## src/rtl/cache_arb_pkg.sv

```systemverilog
// Shared types for the cache-to-memory-bus arbiter: bus opcodes, FSM states
// and request source encoding.
package cache_arb_pkg;

    typedef enum logic [1:0] {
        MEM_OP_LOAD_WORD   = 2'd0,
        MEM_OP_LOAD_BLOCK  = 2'd1,
        MEM_OP_STORE_WORD  = 2'd2,
        MEM_OP_STORE_BLOCK = 2'd3
    } mem_op_t;

    typedef enum logic [1:0] {
        ARB_IDLE  = 2'd0,
        ARB_ISSUE = 2'd1,
        ARB_WAIT  = 2'd2,
        ARB_RESP  = 2'd3
    } arb_state_t;

    localparam logic ARB_SRC_ICACHE = 1'b0;
    localparam logic ARB_SRC_DCACHE = 1'b1;

    // The icache only ever loads; its block flag selects word vs block.
    function automatic mem_op_t icache_op(input logic block);
        return block ? MEM_OP_LOAD_BLOCK : MEM_OP_LOAD_WORD;
    endfunction

endpackage

```

## src/rtl/arb_starve_counter.sv

```systemverilog
// Counts dcache grants that bypassed a pending icache request; force_i is
// raised once the count reaches limit. Used only with ARB_STARVE_GUARD_EN.
module arb_starve_counter (
    input  logic       clk,
    input  logic       rstn,
    input  logic       inc,
    input  logic       clr,
    input  logic [3:0] limit,
    output logic       force_i
);

    logic [3:0] count;

    // NOTE: state registers use non-blocking assignments so every flop samples
    // pre-edge values regardless of block ordering.
    always_ff @(posedge clk or negedge rstn) begin
        if (!rstn) begin
            count <= 4'd0;
        end else if (clr) begin
            count <= 4'd0;
        end else if (inc && (count != limit)) begin
            count <= count + 4'd1;
        end
    end

    assign force_i = (count == limit);

endmodule

```

## src/rtl/cache_mem_arbiter.sv

```systemverilog
// Arbitrates icache/dcache requests onto one memory-bus request channel.
// Optional icache starvation guard: define ARB_STARVE_GUARD_EN.
module cache_mem_arbiter
    import cache_arb_pkg::*;
#(
    parameter int ADDR_W       = 32,
    parameter int STARVE_LIMIT = 4
) (
    input  logic              clk,
    input  logic              rstn,
    input  logic              i_req_valid,
    input  logic              i_req_block,
    input  logic [ADDR_W-1:0] i_req_addr,
    output logic              i_req_ready,
    input  logic              d_req_valid,
    input  logic [1:0]        d_req_op,
    input  logic [ADDR_W-1:0] d_req_addr,
    output logic              d_req_ready,
    output logic              bus_req_valid,
    output logic [1:0]        bus_req_op,
    output logic [ADDR_W-1:0] bus_req_addr,
    output logic              bus_req_src,
    input  logic              bus_req_ready,
    input  logic              bus_done,
    output logic              i_done,
    output logic              d_done,
    output logic              busy
);

    localparam logic [3:0] STARVE_LIMIT_4 = 4'(STARVE_LIMIT);

    arb_state_t state;
    mem_op_t    op_q;
    logic       force_i;
    logic       idle;
    logic       i_win;
    logic       d_win;

    // rstn gating keeps both readies low while reset is held.
    assign idle  = (state == ARB_IDLE) && rstn;
    assign i_win = idle && i_req_valid && (!d_req_valid || force_i);
    assign d_win = idle && d_req_valid && !i_win;

    assign i_req_ready = i_win;
    assign d_req_ready = d_win;
    assign bus_req_op  = op_q;

`ifdef ARB_STARVE_GUARD_EN
    arb_starve_counter u_starve (
        .clk     (clk),
        .rstn    (rstn),
        .inc     (d_win && i_req_valid),
        .clr     (i_win || ((state == ARB_IDLE) && !i_req_valid)),
        .limit   (STARVE_LIMIT_4),
        .force_i (force_i)
    );
`else
    logic unused_limit;
    assign unused_limit = ^STARVE_LIMIT_4;
    assign force_i      = 1'b0;
`endif

    always_ff @(posedge clk or negedge rstn) begin
        if (!rstn) begin
            state         <= ARB_IDLE;
            op_q          <= MEM_OP_LOAD_WORD;
            bus_req_addr  <= '0;
            bus_req_src   <= ARB_SRC_ICACHE;
            bus_req_valid <= 1'b0;
            i_done        <= 1'b0;
            d_done        <= 1'b0;
            busy          <= 1'b0;
        end else begin
            i_done <= 1'b0;
            d_done <= 1'b0;
            case (state)
                ARB_IDLE: begin
                    if (i_win) begin
                        op_q          <= icache_op(i_req_block);
                        bus_req_addr  <= i_req_addr;
                        bus_req_src   <= ARB_SRC_ICACHE;
                        bus_req_valid <= 1'b1;
                        busy          <= 1'b1;
                        state         <= ARB_ISSUE;
                    end else if (d_win) begin
                        op_q          <= mem_op_t'(d_req_op);
                        bus_req_addr  <= d_req_addr;
                        bus_req_src   <= ARB_SRC_DCACHE;
                        bus_req_valid <= 1'b1;
                        busy          <= 1'b1;
                        state         <= ARB_ISSUE;
                    end
                end
                ARB_ISSUE: begin
                    if (bus_req_ready) begin
                        bus_req_valid <= 1'b0;
                        state         <= ARB_WAIT;
                    end
                end
                ARB_WAIT: begin
                    if (bus_done) begin
                        i_done <= (bus_req_src == ARB_SRC_ICACHE);
                        d_done <= (bus_req_src == ARB_SRC_DCACHE);
                        state  <= ARB_RESP;
                    end
                end
                ARB_RESP: begin
                    busy  <= 1'b0;
                    state <= ARB_IDLE;
                end
                default: begin
                    bus_req_valid <= 1'b0;
                    busy          <= 1'b0;
                    state         <= ARB_IDLE;
                end
            endcase
        end
    end

endmodule
```

## config.mk

```make
export PLATFORM = sky130hd
export DESIGN_NAME = cache_mem_arbiter
export DESIGN_NICKNAME = d
export VERILOG_FILES = /design/src/rtl/cache_arb_pkg.sv /design/src/rtl/arb_starve_counter.sv /design/src/rtl/cache_mem_arbiter.sv
export SDC_FILE = /design/constraint.sdc
export NUM_CORES = 1
export LEC_CHECK = 0
export CAP_MARGIN = 20
export CORE_MARGIN = 1
export CORE_UTILIZATION = 60
export CTS_CLUSTER_SIZE = 16
export DETAILED_ROUTE_END_ITERATION = 6
export DONT_BUFFER_PORTS = 1
export PLACE_DENSITY = 0.76
export SETUP_SLACK_MARGIN = 0.05
export SLEW_MARGIN = 20
export SYNTH_ARGS = -nofsm -noshare
export SYNTH_HDL_FRONTEND = slang
export SYNTH_SLANG_ARGS = --single-unit
```

## constraint.sdc

```tcl
create_clock -name clk -period 4.9 [get_ports clk]
set_input_delay 0.735 -clock clk [delete_from_list [all_inputs] [get_ports clk]]
set_output_delay 0.735 -clock clk [all_outputs]
set_load 0.005 [all_outputs]
```

==> reports/results.ini <==
[drt]
drtIter0Drc=89
drt-pass1-iter-count=4
avgRoutedWirePerCell_um=16.4
num_vias=1311
ant_nets=0
wl_um=3750
drc=0
viasPerCell=5.72

[clock_network]
hold_buffers=0
cts_max_path_buffers=2
cts_tree=done
cts_setup_buffers=0
cts_root_buffer=clkbuf_4
cts.sinks=41
h-tree-depth=2
path_clk_slew_ns=0.11
cts-buffers-inserted=5
clk_latency_ns=0.34
cts_resized=0

[synthesis]
synthesis.nets=263
yosysUniqueCellTypes=23
synth_seq_area_share_pct=52.0
synth.cell_area_um2=1970
ys_ff_latch=41
synthCells=185
synth_area_per_cell_um2=10.7
yosysWarnings=0

[floorplan]
die_w_um=59.3
fp.dieH_um=59.3
coreArea_um2=3080
start_util_pct=64.1
num_io_pins=114
dieArea_um2=3520
rows=20

[setup_path]
r2r_end=bus_req_src$_DFFE_PN0P_
crit_start=state[0]$_DFFE_PN0P_
critical_path_class=register to register
critPathCapture=bus_req_src$_DFFE_PN0P_
cp_slowest_cell=nand3b_1
rrSetupSlack_ns=2.30
required_ns=5.14
worstPathMaxFanout=35
reg2regPathDepth=6
slowest_delay_ns=0.79
cp_cell_sequence=inv_1 -> ha_1 -> a21oi_1 -> nand3b_1 -> buf_4 -> a32o_1
rr_startpoint=state[0]$_DFFE_PN0P_
cp.buffers_inverters=2
cp_top_family=simple AND/OR/NAND/NOR gates
end_kind=register
startpoint_type=register
crit_cells=6
worstPathArrival_ns=2.84

[power]
p_per_area_nw_per_um2=519
p_seq_share_pct=58.1
combPwrFrac_pct=26.7
clkPwrFrac_pct=15.2
leakage_nw=1.15
ir_drop_mv=0.261
power_switching_uw=379
internal_power_uw=667
totalPowerFinal_mw=1.05
p_sw_share_pct=36.2

[timing]
rsz0062_at_grt=no
min_period_over_period_pct=53.0
final.setup.tns_ns=0
finalClockSkew_ns=0.00547
finalCriticalPeriod_ns=2.60
relSlewSlack_pct=31.2
fmax_mhz=385
setup_violations=0
hold_viol=0
tightest_slew_ns=1.03
slew_viol_final=0

[placed_design]
numPortBuffers=0
hpwl_um=2760
finalWeightedCongestion=0.701

[final_layout]
finalNetCount=262
drive_above_1_share_pct=5.41
post-route-util_pct=65.4
synthToLayoutAreaGrowth_pct=2.09
antennaDiodeCount=0

[global_routing]
gr-usage-all-layers_pct=21.9
overflow=0
antenna_found_initial=0
grt_pass1_wl_um=5680
grt_max_degree=49
grt_pass1_vias=1343

[run]
cap_violations=0

[outcome]
status=finished clean

[hold_path]
hold_class=input pin to asynchronous set/reset pin

[how the worst min path moves through the flow]
stage          startpoint                      endpoint  slack, ns  cells after the start
4_1_cts              rstn          state[0]$_DFFE_PN0P_       0.05                      0
5_1_grt              rstn  bus_req_addr[31]$_DFFE_PN0P_       0.04                      0
6_report             rstn  bus_req_addr[18]$_DFFE_PN0P_       0.07                      0
2_1_floorplan        rstn   bus_req_addr[0]$_DFFE_PN0P_       0.44                      0
3_3_place_gp         rstn     bus_req_op[0]$_DFFE_PN0P_       0.44                      0
3_5_place_dp         rstn  bus_req_addr[31]$_DFFE_PN0P_       0.44                      0
[synth_stat cells]
library cell	n	area share (%)
dfrtp_1	41	52
o21ai_0	35	8.9
mux2i_1	34	17
nand2_1	34	6.5
inv_1	7	1.3
buf_6	5	2.9
ha_1	5	3.2
a21oi_1	4	1.0
and3_1	2	0.63
buf_2	2	0.51
buf_4	2	0.76
clkbuf_1	2	0.38
nor2_1	2	0.38
a221oi_2	1	0.76
a22oi_1	1	0.38
a32o_1	1	0.51
a41oi_1	1	0.44
inv_2	1	0.19
mux2_1	1	0.57
nand3b_1	1	0.38
nand4b_1	1	0.44
o21a_1	1	0.38
o22ai_1	1	0.32
[state kept, by name, summed over array words and instances, names as in the netlist]
signal         flops
bus_req_addr      32
bus_req_op         2
state              2
bus_req_src        1
bus_req_valid      1
busy               1
d_done             1
i_done             1
[power groups by stage]
stage	clock [mW]	combinational (mW)	sequential (mW)
3_3_place_gp	0	0.261	0.613
5_1_grt	0.176	0.326	0.629
2_1_floorplan	0	0.245	0.584
3_5_place_dp	0	0.283	0.618
6_report	0.158	0.280	0.608
4_1_cts	0.164	0.282	0.611
[through the flow]
step	instances	worst slack [ns]	hold WS, ns	cell area, µm²
2_1_floorplan	185	2.89	0.439	1970
3_3_place_gp	220	2.16	0.440	1950
3_5_place_dp	220	2.06	0.440	1950
4_1_cts	228	1.66	0.0541	2000
5_1_grt	229	2.05	0.0378	2010
6_report	229	2.30	0.0713	2010
[cells by family (layout without fill, tap and decap cells)]
family          count (synthesis)  after routing  synth area share (%)
compound gates                 45             45                  12.7
flops                          41             41                  52.0
simple gates                   40             40                  8.31
mux                            35             35                  17.8
buf+inv                        19             19                  6.02
fa+ha+maj                       5              5                  3.17
[per-layer routing]
metal | routed length (µm) | part of all wire [%] | up-vias | track usage (%)
met5 | 0 | 0 | - | 0
li1 | - | - | 636 | -
met2 | 1870 | 50 | 68 | 37.9
met1 | 1500 | 40 | 597 | 24.4
met4 | 75 | 2.0 | 0 | 11.2
met3 | 310 | 8.3 | 10 | 6.11
[area by class of cell]
class	instances	area (µm²)
inverters	8	30.0
fillers	268	1060
repair buffers	3	26.3
multi-input cells	125	828
clock buffers	8	48.8
flip-flops and latches	41	1030
well taps	44	55.1
[placed cells by master, fill, tap and decap left out, drive strengths merged]
cell type | synthesis | final
nand3b | 1 | 1
nand4b | 1 | 1
a41oi | 1 | 1
ha | 5 | 5
a221oi | 1 | 1
and3 | 2 | 2
clkbuf | 2 | 8
o22ai | 1 | 1
o21ai | 35 | 35
inv | 8 | 8
nand2 | 34 | 34
buf | 9 | 3
nor2 | 2 | 2
mux2i | 34 | 34
a21oi | 4 | 4
mux2 | 1 | 1
dfrtp | 41 | 41
a32o | 1 | 1
a22oi | 1 | 1
o21a | 1 | 1
Power figures use the tool's default switching activity.
